**config.mk**
```make
export PLATFORM = sky130hd
export DESIGN_NAME = biriscv_commit_trace
export DESIGN_NICKNAME = d
export VERILOG_FILES = /design/src/rtl/biriscv_defs.sv /design/src/rtl/biriscv_commit_trace_fifo.sv /design/src/rtl/biriscv_commit_trace.sv
export SDC_FILE = /design/constraint.sdc
export NUM_CORES = 1
export LEC_CHECK = 0
export ABC_AREA = 1
export BUFFER_PORTS_ARGS = -buffer_cell sky130_fd_sc_hd__buf_2
export CAP_MARGIN = 40
export CORE_UTILIZATION = 30
export DETAILED_ROUTE_END_ITERATION = 8
export PLACE_DENSITY = 0.44
export SLEW_MARGIN = 20
export SYNTH_ARGS = -nofsm -noshare
export SYNTH_HDL_FRONTEND = slang
export SYNTH_HIERARCHICAL = 1
export SYNTH_SLANG_ARGS = --single-unit
```
**constraint.sdc**
```tcl
create_clock -name clk_i -period 9 [get_ports clk_i]
set_clock_uncertainty 0.15 [all_clocks]
set_input_delay 0.45 -clock clk_i [delete_from_list [all_inputs] [get_ports clk_i]]
set_output_delay 0.45 -clock clk_i [all_outputs]
set_load 0.01 [all_outputs]
```
**src/rtl/biriscv_defs.sv**
```systemverilog
// rtl/biriscv_defs.sv - shared exception codes and retire-record field layout
// Contents:
//   EXCEPTION_W, EXCEPTION_* : writeback exception encoding (0 = none)
//   TRACE_*_LSB              : bit offsets of each field inside a packed retire record
//   TRACE_REC_W              : record width; CSR fields only exist when
//                              BIRISCV_COMMIT_TRACE_CSR_EN is defined
package biriscv_defs;

  localparam int EXCEPTION_W = 6;

  typedef logic [EXCEPTION_W-1:0] exception_t;

  localparam exception_t EXCEPTION_NONE              = 6'h00;
  localparam exception_t EXCEPTION_MISALIGNED_FETCH  = 6'h10;
  localparam exception_t EXCEPTION_FAULT_FETCH       = 6'h11;
  localparam exception_t EXCEPTION_ILLEGAL_INSTR     = 6'h12;
  localparam exception_t EXCEPTION_BREAKPOINT        = 6'h13;
  localparam exception_t EXCEPTION_MISALIGNED_LOAD   = 6'h14;
  localparam exception_t EXCEPTION_FAULT_LOAD        = 6'h15;
  localparam exception_t EXCEPTION_MISALIGNED_STORE  = 6'h16;
  localparam exception_t EXCEPTION_FAULT_STORE       = 6'h17;
  localparam exception_t EXCEPTION_ECALL             = 6'h18;

  // Record layout, LSB first: pc | opcode | rd | result | exception | [csr]
  localparam int TRACE_PC_LSB        = 0;
  localparam int TRACE_OPCODE_LSB    = 32;
  localparam int TRACE_RD_LSB        = 64;
  localparam int TRACE_RESULT_LSB    = 69;
  localparam int TRACE_EXC_LSB       = 101;
  localparam int TRACE_BASE_W        = 107;
  localparam int TRACE_CSR_WR_LSB    = 107;
  localparam int TRACE_CSR_WADDR_LSB = 108;
  localparam int TRACE_CSR_WDATA_LSB = 120;
  localparam int TRACE_CSR_W         = 45;

`ifdef BIRISCV_COMMIT_TRACE_CSR_EN
  localparam int TRACE_REC_W = TRACE_BASE_W + TRACE_CSR_W;
`else
  localparam int TRACE_REC_W = TRACE_BASE_W;
`endif

endpackage

```
**src/rtl/biriscv_commit_trace_fifo.sv**
```systemverilog
// rtl/biriscv_commit_trace_fifo.sv - register-array FIFO for retire records
// Ports:
//   clk_i, rst_i  : clock, asynchronous active-high reset
//   flush         : synchronous empty, wins over push/pop
//   push, wr_data : write request and record (ignored when full unless popping)
//   pop           : read request (ignored when empty)
//   rd_data       : head entry, zero when empty
//   full, empty   : occupancy flags
//   level         : number of stored entries (0..DEPTH)
module biriscv_commit_trace_fifo #(
  parameter int WIDTH   = 8,
  parameter int DEPTH   = 8,
  parameter int DEPTH_W = 3
) (
  input  logic               clk_i,
  input  logic               rst_i,
  input  logic               flush,
  input  logic               push,
  input  logic [WIDTH-1:0]   wr_data,
  input  logic               pop,
  output logic [WIDTH-1:0]   rd_data,
  output logic               full,
  output logic               empty,
  output logic [DEPTH_W:0]   level
);

  // One extra pointer bit distinguishes full from empty when low bits match.
  logic [DEPTH_W:0] wr_ptr;
  logic [DEPTH_W:0] rd_ptr;
  logic [WIDTH-1:0] mem [DEPTH];
  logic             do_push;
  logic             do_pop;

  assign empty = (wr_ptr == rd_ptr);
  assign full  = (wr_ptr[DEPTH_W] != rd_ptr[DEPTH_W]) &&
                 (wr_ptr[DEPTH_W-1:0] == rd_ptr[DEPTH_W-1:0]);
  assign level = wr_ptr - rd_ptr;

  // A pop frees the slot the same cycle, so a full FIFO can still accept.
  assign do_pop  = pop & ~empty;
  assign do_push = push & (~full | do_pop);

  assign rd_data = empty ? '0 : mem[rd_ptr[DEPTH_W-1:0]];

  always_ff @(posedge clk_i or posedge rst_i) begin
    if (rst_i) begin
      wr_ptr <= '0;
      rd_ptr <= '0;
    end else if (flush) begin
      wr_ptr <= '0;
      rd_ptr <= '0;
    end else begin
      if (do_push) wr_ptr <= wr_ptr + 1'b1;
      if (do_pop)  rd_ptr <= rd_ptr + 1'b1;
    end
  end

  // Storage needs no reset: stale entries are never visible while empty.
  always_ff @(posedge clk_i) begin
    if (do_push && !flush) mem[wr_ptr[DEPTH_W-1:0]] <= wr_data;
  end

endmodule

```
**src/rtl/biriscv_commit_trace.sv**
```systemverilog
// rtl/biriscv_commit_trace.sv - commit/writeback retire-record capture and trace drain
// Option macro: BIRISCV_COMMIT_TRACE_CSR_EN (store and present CSR write fields)
// Ports:
//   clk_i, rst_i          : clock, asynchronous active-high reset
//   enable_i, clear_i     : capture enable, synchronous flush of FIFO/counters/overflow
//   *_wb_i                : commit port (valid, rd, result, pc, opcode, exception, csr)
//   trace_valid_o/accept_i: head record handshake; trace_* carry the head record
//   instret_o             : commits without exception (wraps)
//   drop_count_o          : records lost while full (saturating)
//   overflow_o            : sticky drop indicator
//   level_o               : FIFO occupancy
module biriscv_commit_trace
  import biriscv_defs::*;
#(
  parameter int DEPTH   = 8,
  parameter int DEPTH_W = 3
) (
  input  logic               clk_i,
  input  logic               rst_i,
  input  logic               enable_i,
  input  logic               clear_i,
  input  logic               valid_wb_i,
  input  logic [4:0]         rd_wb_i,
  input  logic [31:0]        result_wb_i,
  input  logic [31:0]        pc_wb_i,
  input  logic [31:0]        opcode_wb_i,
  input  logic [5:0]         exception_wb_i,
  input  logic               csr_write_wb_i,
  input  logic [11:0]        csr_waddr_wb_i,
  input  logic [31:0]        csr_wdata_wb_i,
  output logic               trace_valid_o,
  input  logic               trace_accept_i,
  output logic [31:0]        trace_pc_o,
  output logic [31:0]        trace_opcode_o,
  output logic [4:0]         trace_rd_o,
  output logic [31:0]        trace_result_o,
  output logic [5:0]         trace_exception_o,
  output logic               trace_csr_write_o,
  output logic [11:0]        trace_csr_waddr_o,
  output logic [31:0]        trace_csr_wdata_o,
  output logic [31:0]        instret_o,
  output logic [15:0]        drop_count_o,
  output logic               overflow_o,
  output logic [DEPTH_W:0]   level_o
);

  logic                   capture_w;
  logic                   retire_w;
  logic                   drop_w;
  logic                   fifo_full;
  logic                   fifo_empty;
  logic [TRACE_REC_W-1:0] wr_rec;
  logic [TRACE_REC_W-1:0] rd_rec;

  // Faults arrive with valid deasserted, so a non-zero exception alone captures.
  assign capture_w = enable_i & (valid_wb_i | (|exception_wb_i));
  assign retire_w  = enable_i & valid_wb_i & (exception_wb_i == EXCEPTION_NONE);
  // Full and not popping this cycle: the record has nowhere to go.
  assign drop_w    = capture_w & fifo_full & ~trace_accept_i;

  always_comb begin
    wr_rec = '0;
    wr_rec[TRACE_PC_LSB     +: 32]          = pc_wb_i;
    wr_rec[TRACE_OPCODE_LSB +: 32]          = opcode_wb_i;
    wr_rec[TRACE_RD_LSB     +: 5]           = rd_wb_i;
    wr_rec[TRACE_RESULT_LSB +: 32]          = result_wb_i;
    wr_rec[TRACE_EXC_LSB    +: EXCEPTION_W] = exception_wb_i;
`ifdef BIRISCV_COMMIT_TRACE_CSR_EN
    wr_rec[TRACE_CSR_WR_LSB]           = csr_write_wb_i;
    wr_rec[TRACE_CSR_WADDR_LSB +: 12]  = csr_waddr_wb_i;
    wr_rec[TRACE_CSR_WDATA_LSB +: 32]  = csr_wdata_wb_i;
`endif
  end

  biriscv_commit_trace_fifo #(
    .WIDTH   (TRACE_REC_W),
    .DEPTH   (DEPTH),
    .DEPTH_W (DEPTH_W)
  ) u_fifo (
    .clk_i   (clk_i),
    .rst_i   (rst_i),
    .flush   (clear_i),
    .push    (capture_w),
    .wr_data (wr_rec),
    .pop     (trace_accept_i),
    .rd_data (rd_rec),
    .full    (fifo_full),
    .empty   (fifo_empty),
    .level   (level_o)
  );

  assign trace_valid_o     = ~fifo_empty;
  assign trace_pc_o        = rd_rec[TRACE_PC_LSB     +: 32];
  assign trace_opcode_o    = rd_rec[TRACE_OPCODE_LSB +: 32];
  assign trace_rd_o        = rd_rec[TRACE_RD_LSB     +: 5];
  assign trace_result_o    = rd_rec[TRACE_RESULT_LSB +: 32];
  assign trace_exception_o = rd_rec[TRACE_EXC_LSB    +: EXCEPTION_W];

`ifdef BIRISCV_COMMIT_TRACE_CSR_EN
  assign trace_csr_write_o = rd_rec[TRACE_CSR_WR_LSB];
  assign trace_csr_waddr_o = rd_rec[TRACE_CSR_WADDR_LSB +: 12];
  assign trace_csr_wdata_o = rd_rec[TRACE_CSR_WDATA_LSB +: 32];
`else
  assign trace_csr_write_o = 1'b0;
  assign trace_csr_waddr_o = 12'd0;
  assign trace_csr_wdata_o = 32'd0;
  logic unused_csr;
  assign unused_csr = ^{csr_write_wb_i, csr_waddr_wb_i, csr_wdata_wb_i};
`endif

  always_ff @(posedge clk_i or posedge rst_i) begin
    if (rst_i) begin
      instret_o    <= 32'd0;
      drop_count_o <= 16'd0;
      overflow_o   <= 1'b0;
    end else if (clear_i) begin
      instret_o    <= 32'd0;
      drop_count_o <= 16'd0;
      overflow_o   <= 1'b0;
    end else begin
      // Retirement counts even if the record itself was dropped.
      if (retire_w) instret_o <= instret_o + 32'd1;
      if (drop_w) begin
        overflow_o <= 1'b1;
        if (drop_count_o != 16'hFFFF) drop_count_o <= drop_count_o + 16'd1;
      end
    end
  end

endmodule

```
# Yosys cells after proc, flatten, opt, wreduce, memory -nomap -nowiden
# Memories as Yosys holds them, arrays and structs flattened.
# Cells that the tools add are included.
[word_totals]
reg_bits = 57
mem_bits_rw = 856
input_bits = 158
word_cells = 52
n_memories = 1
[memory_table]
columns = ["name", "depth", "word_bits", "rd", "rd_ports_with_merged_regs", "write_ports", "line_no", "text"]
rows = [
  ["u_fifo.mem", 8, 107, 1, 0, 1, "biriscv_commit_trace_fifo.sv:30", "logic [WIDTH-1:0] mem [DEPTH];"],
]
[classes]
n_addsub = 5
n_eq_ne = 4
n_mux = 14
n_bitwise = 12
n_reduce_logical = 11
[op_table]
columns = ["operator", "count"]
rows = [
  ["2-to-1 mux 107 bit", 1],
  ["2-to-1 mux 32 bit", 2],
  ["2-to-1 mux 16 bit", 3],
  ["adder 32 x 1 -> 32 bit, second input constant", 1],
  ["adder 16 x 1 -> 16 bit, second input constant", 1],
  ["2-to-1 mux 4 bit", 4],
  ["!= test 16 bit, second input constant", 1],
  ["nonzero test 2 bit", 5],
  ["adder 4 x 1 -> 4 bit, second input constant", 2],
  ["bitwise AND 1 bit", 7],
  ["logical NOT 6 bit", 1],
  ["OR reduction 6 bit", 1],
  ["equality test 4 bit", 1],
  ["2-to-1 mux 1 bit", 4],
  ["subtractor 4 bit", 1],
  ["equality test 3 bit", 1],
  ["inverter 1 bit", 3],
  ["logical AND 1 bit", 2],
  ["OR 1 bit", 2],
  ["AND reduction 2 bit", 1],
  ["logical NOT 1 bit", 1],
  ["!= test 1 bit", 1],
]

# Depth between registers and ports, before layout
# Gate-level depths: netlist of run 1.
[logic_depth]
depth_word = 8
mapped_depth = 14
mapped_depth_nobuf = 13

# By module
# The synthesis of run 1 kept the hierarchy.
[by_module_without_submodules]
columns = ["module", "instances", "cells_per_inst", "area_per_inst_um2"]
rows = [
  ["biriscv_commit_trace_fifo", 1, 3380, 36665.2],
  ["biriscv_commit_trace", 1, 537, 3553.4],
]

# Worst setup path before layout of run 1
# No wires, ideal clock.
[synth_timing]
path_kind = "register -> register"
start = "register u_fifo.rd_ptr[1]"
end = "memory u_fifo/mem[2][0] (netlist name) (enable)"
arrival_time_ns = 6.043
setup_slack_ns = 2.233
stages_incl_launch_ff = 10
synth_period_minus_slack_ns = 6.767
cell_sequence = "dfrtp_1 -> inv_2 -> buf_2 -> buf_2 -> ha_1 -> nand2_1 -> nor2_1 -> nand3_1 -> nand4_1 -> nor2_1"
[synth_between]
elab_chain_len = 8
elab_cells_between_ends = 11
[synth_lines]
columns = ["element", "line_no", "text"]
rows = [
  ["start: declaration", "biriscv_commit_trace_fifo.sv:29", "logic [DEPTH_W:0] rd_ptr;"],
  ["start signal: assignment", "biriscv_commit_trace_fifo.sv:54", "if (do_pop) rd_ptr <= rd_ptr + 1'b1;"],
  ["equality test 4 bit / equality test 3 bit (equally long branches)", "biriscv_commit_trace_fifo.sv:34, biriscv_commit_trace_fifo.sv:36", ""],
  ["inverter 1 bit / logical AND 1 bit (equally long branches)", "biriscv_commit_trace_fifo.sv:40, biriscv_commit_trace_fifo.sv:35", ""],
  ["bitwise AND 1 bit / inverter 1 bit (equally long branches)", "biriscv_commit_trace_fifo.sv:40, biriscv_commit_trace_fifo.sv:41", ""],
  ["OR 1 bit *", "biriscv_commit_trace_fifo.sv:41", "assign do_push = push & (~full | do_pop);"],
  ["bitwise AND 1 bit *", "biriscv_commit_trace_fifo.sv:41", ""],
  ["logical AND 1 bit *", "biriscv_commit_trace_fifo.sv:60", "if (do_push && !flush) mem[wr_ptr[DEPTH_W-1:0]] <= wr_data;"],
  ["2-to-1 mux 1 bit *", "biriscv_commit_trace_fifo.sv:60", ""],
  ["2-to-1 mux 1 bit (not written as such) *", "biriscv_commit_trace_fifo.sv:60", ""],
  ["end: declaration", "biriscv_commit_trace_fifo.sv:30", ""],
]
# Mark *: on every way between the ends. The rest lies on a longest branch, timed or not.

# Worst setup path in the final report of run 1
[layout_timing]
start = "register u_fifo.rd_ptr[2]"
end = "output port trace_opcode_o[14]"
[layout_between]
elab_chain_len = 2
elab_cells_between_ends = 3
[layout_lines]
columns = ["element", "line_no", "text"]
rows = [
  ["equality test 4 bit", "biriscv_commit_trace_fifo.sv:34", "assign empty = (wr_ptr == rd_ptr);"],
  ["via fifo_empty", "biriscv_commit_trace.sv:51", "logic fifo_empty;"],
  ["2-to-1 mux 107 bit", "biriscv_commit_trace_fifo.sv:43", "assign rd_data = empty ? '0 : mem[rd_ptr[DEPTH_W-1:0]];"],
  ["end: declaration", "biriscv_commit_trace.sv:34", "output logic [31:0] trace_opcode_o,"],
]
# The timed path passes the listed nets, and every way through them passes these cells.

==> out/results.ini, run 1 <==
[outcome]
status=complete, no violations

[placement]
io_buffers=273
dp_cells=5801
hpwlAfterDp_mm=57.3
globalplace.congestion=0.788
pre_cts_ws_ns=4.34
place_area_mm2=0.0434

[floorplan]
die_h_um=368
start_util=0.304
die_x_um=368
core-area_mm2=0.132
rows=133
dieArea_mm2=0.136
num_io_pins=364

[worst_setup_path]
slowest_stage=dfrtp_4
start_kind=flop
arrival_ns=4.65
cp_max_fo=49
cp_top_family=buffers and inverters
worstSetupPathType=reg2out
required_ns=8.40
slowest_delay_ns=0.89
end_kind=output port
cp_cell_sequence=inv_6 > ha_1 > nand3_1 > nor2_4 > buf_4 > o21bai_1 > nor2_1 > buf_2
path_buf_inv=3

[logic_synthesis]
synthMostInstantiatedCell=edfxtp_1
synth_edf_count=856
synth_top_area_share=0.639
seq_area_frac_synth=0.675
synth_top_cells_by_area=edfxtp_1, nand2_1, nor2_1
synth_top_area_cell=edfxtp_1
ys_warn_count=6
synthFlopType=edfxtp_1
async_flop_share=0.0624
ys_types=37
avgSynthCellArea_um2=10.3
syn_area_mm2=0.0402
ys_ff_latch=913
netlist_instances=3917
netlist_top_cells_count=edfxtp_1, nand2_1, nor2_1

[clock_tree]
clkLatencyLatePin_ns=0.72
numClockSinks=913
clk_pin_slew_ns=0.06
cts_tree=built
cts_hold_buffers=111
htreeDepth=3
cts-root-buf=clkbuf_16
postCtsResizedCells=0
cts_inserted_buffers=107
cts_setup_buffers=0
clockBufferDepth=3

[global_route]
grt_usage=0.162
grt_pass1_wl_mm=166
grt_max_degree=179
grt_pass1_vias=25800
grt_overflow_total=0
antenna_found_initial=11

[sta]
min_period_over_period=0.583
final_max_slew_viol_count=0
final.hold.worst_slack_ns=0.129
worst_pin_slew_ns=1.08
max_freq_mhz=191
fin_setup_tns_ns=0
finalSetupViolCount=0
period_needed_ns=5.25
fin_ws_ns=3.75
rsz0062_at_grt=false
final-hold-violation-count=0
slew_headroom=0.280

[drt]
ant_nets=0
drcViolationCount=0
dr.pass1.iters=5
via_per_inst=4.43
wirelength_mm=111
drtIter0Drc=1592
routedWlPerCell_um=18.1
vias=27100

[layout]
nFillCells=13200
final_cells=6108
layout-drive-gt1-share=0.114
syn_to_final_growth_pct=18.8
fin_nets=4433
finalInstanceArea_mm2=0.0478
fin_util=0.361

[min_path]
hold_path_class=in2async

[pwr]
ir_worst_vdd_v=0.000157
p_total_mw=10.4
p_leak_nw=19.5
power_density_mw_per_mm2=218

[job]
cap_violations=0

-- area by class of cell --
cell class | count | area [µm²] | share of cell area
Sequential cell | 913 | 27100 | 0.568
Multi-Input combinational cell | 2325 | 10200 | 0.213
Timing Repair Buffer | 431 | 3150 | 0.0660
Clock buffer | 132 | 2790 | 0.0585
Tap cell | 1755 | 2200 | 0.0460
Inverter | 489 | 1860 | 0.0390
Clock inverter | 59 | 460 | 0.00964
Antenna cell | 4 | 10.0 | 0.000210
-- report_power, final --
part | internal [mW] | switching, mW | total, mW
clock network | 2.31 | 1.76 | 4.07
registers | 4.70 | 0.0361 | 4.74
logic | 0.524 | 1.08 | 1.60
total | 7.53 | 2.88 | 10.4
-- worst paths after layout --
check,slack (ns),cells past startpoint,end,startpoint
worst min-delay path,0.13,3,u_fifo/rd_ptr[2],rst_i
worst max-delay path,3.75,8,trace_opcode_o[14],u_fifo/rd_ptr[2]
worst max register to register,4.45,8,u_fifo/mem[7][40],u_fifo/rd_ptr[2]
max in group asynchronous,7.89,4,instret_o[17],rst_i
min in group clk_i,0.19,5,instret_o[4],valid_wb_i
worst min register to register,0.34,1,overflow_o,overflow_o
-- layout by cell type, fill, tap and decap left out, types with 3 or more instances in the layout --
cell / instances
inv_1: 482
nand2_1: 847
ha_1: 7
nand3_1: 265
o21ai_0: 205
clkbuf_16: 108
nand4_1: 22
clkinv_1: 31
dfrtp_4: 3
diode_2: 4
o21ai_1: 26
o21ai_2: 5
clkinv_8: 3
conb_1: 45
and2_1: 3
buf_16: 11
clkinv_2: 14
edfxtp_1: 856
bufinv_16: 4
a21oi_1: 5
nor3_1: 3
clkinvlp_4: 3
buf_4: 28
nor2_2: 7
xor2_1: 14
dfrtp_1: 54
nand2_2: 4
buf_2: 273
inv_2: 3
nor2_4: 10
buf_12: 8
clkbuf_1: 24
nor2_1: 737
dlygate4sd3_1: 111
o21bai_1: 110
-- sequential cells by signal, indices dropped and copies added (netlist names) --
register / flops
drop_count_o: 16
instret_o: 32
u_fifo/mem: 856
overflow_o: 1
u_fifo/rd_ptr: 4
u_fifo/wr_ptr: 4
-- cell families after synthesis --
group                    count (synthesis)  synth area share
AND/OR/NAND/NOR                       1903             0.189
flip-flops                             913             0.675
buffers and inverters                  723            0.0786
AO/OA/AOI/OAI                          353            0.0514
XOR/XNOR                                16           0.00348
adder cells (fa/ha/maj)                  8           0.00268
other                                    1         0.0000932
-- per-layer routing --
layer	track usage	share of wire
met1	0.223	0.47
met2	0.258	0.46
met3	0.0342	0.046
met4	0.0432	0.022
met5	0	0.00075
-- worst reg2reg max path: stages, from the launching register on --
cell	delay, ns
dfrtp_4	0.89
inv_6	0.37
ha_1	0.46
nand2_1	0.11
nor2_1	0.04
nand3_1	0.19
nand3_1	0.43
nor2_4	0.76
buf_12	0.61
No activity file was read; power rests on OpenSTA's default activity.
==> run 2, diff against run 1 <==
PLACE_DENSITY = 0.46   (was 0.44)
clock period = 4.2 ns   (was 9 ns; I/O delays follow)
==> run 2 against run 1 <==
Clock-buffer cell count up 1. Sequential power up 110%. Largest power group unchanged. Combinational power up 120%. Utilization up 0.33 points. Highest routed layer unchanged. Sequential share of layout area down 0.52 points. Die area unchanged. Via count up 0.60%. Cell area up 0.92%. Worst hold slack better by 0.014 ns. Final cell count up 0.31%. Global-route usage down 0.49 points. Register-to-register slack worse by 3.8 ns.
==> out/results.ini, run 2 (synthesis gave the netlist of run 1 again) <==
[layout]
fin_nets=4455
fin_util=0.364
final_cell_mix=edfxtp_1, nand2_1, nor2_1
largest_register_ffs=856
mostFrequentLayoutCell=edfxtp_1
syn_to_final_growth_pct=19.9
layout-drive-gt1-share=0.117

[drt]
wirelength_mm=108
drtIter0Drc=1482
dr.pass1.iters=4
routedWlPerCell_um=17.6
drcViolationCount=0
via_per_inst=4.44
vias=27200
ant_nets=0

[placement]
io_buffers=273
globalplace.congestion=0.757
hpwlAfterDp_mm=57.8

[worst_setup_path]
arrival_ns=3.31
cp_max_fo=56
slowest_delay_ns=0.69
cp_cell_sequence=buf_4 > buf_16 > buf_4 > nand3_1 > nand2_1 > o21bai_1 > nor2_1 > buf_2
worstSetupPathType=reg2out
required_ns=3.84
start_kind=flop
cpMostUsedCell=buf_4
end_kind=output port
slowest_stage=buf_4

[clock_tree]
cts_tree=built
cts_hold_buffers=115
cts_setup_buffers=0
cts_inserted_buffers=104
clockBufferDepth=3
numClockSinks=913
clkLatencyLatePin_ns=0.70
htreeDepth=3
cts-root-buf=clkbuf_16
postCtsResizedCells=0
clk_pin_slew_ns=0.06

[floorplan]
rows=133
core-area_mm2=0.132
die_h_um=368
start_util=0.304
die_x_um=368
dieArea_mm2=0.136
num_io_pins=364

[sta]
period_needed_ns=3.67
max_freq_mhz=272
min_period_over_period=0.874
finalSetupViolCount=0
final.hold.worst_slack_ns=0.143
rsz0062_at_grt=false
final-hold-violation-count=0
slew_headroom=0.121
final_max_slew_viol_count=0
worst_pin_slew_ns=1.32

[outcome]
status=complete, no violations

[pwr]
p_leak_nw=19.7
ir_worst_vdd_v=0.000378
power_density_mw_per_mm2=465
p_total_mw=22.4

[global_route]
grt_overflow_total=0
grt_pass1_vias=26000
grt_pass1_wl_mm=163
grt_max_degree=180
grt_usage=0.157
antenna_found_initial=12

[job]
cap_violations=0

[min_path]
hold_path_class=in2async

## run 2: path summary, 6_finish.rpt
kind,start,endpoint,slack [ns],cells after the start
worst min register to register,instret_o[1],instret_o[1],0.38,2
worst max register to register,u_fifo/rd_ptr[1],u_fifo/mem[6][4],0.70,8
worst min-delay path,rst_i,drop_count_o[4],0.14,4
min in group clk_i,opcode_wb_i[3],u_fifo/mem[5][35],0.16,2
worst max-delay path,u_fifo/rd_ptr[1],trace_result_o[3],0.53,8
max in group asynchronous,rst_i,u_fifo/rd_ptr[0],3.02,4
## run 2: layout make-up
| class | instances | area [µm²] |
|---|---|---|
| Inverter | 489 | 1860 |
| Sequential cell | 913 | 27100 |
| Timing Repair Buffer | 456 | 3600 |
| Clock buffer | 133 | 2710 |
| Fill cell | 13100 | 84100 |
| Tap cell | 1755 | 2200 |
| Multi-Input combinational cell | 2325 | 10200 |
| Clock inverter | 52 | 537 |
| Antenna cell | 4 | 10.0 |
## run 2: where the power goes
part,internal (mW),switching (mW),total (mW)
Sequential,10.1,0.0393,10.1
Combinational,1.16,2.37,3.53
Clock,5.05,3.69,8.74
Total,16.3,6.10,22.4
## run 2: stage by stage
stage	setup TNS [ns]	std cells	setup WS (ns)	instance area, µm²
after floorplan	-715.44	3961	-0.845	40400
after global placement	0	5813	0.372	43500
after detailed placement	0	5821	0.611	43700
after CTS	0	6121	0.133	48100
after global routing	0	6127	0.329	48200
final	0	6127	0.527	48200
## run 2: worst max-delay path: cells and delay by family (launching register included)
family / cells / cell delay (ns)
AOI/OAI and AO/OA: 1 / 0.06
DFF: 1 / 0.44
buffers and inverters: 4 / 1.37
and+or+nand+nor: 3 / 0.66
## run 2: per-layer routing
layer / part of all wire / vias up / track usage
met5: 0.00074 / - / 0
met4: 0.024 / 14 / 0.0437
met3: 0.041 / 155 / 0.0301
met2: 0.46 / 511 / 0.254
met1: 0.47 / 13100 / 0.214
li1: - / 13400 / -
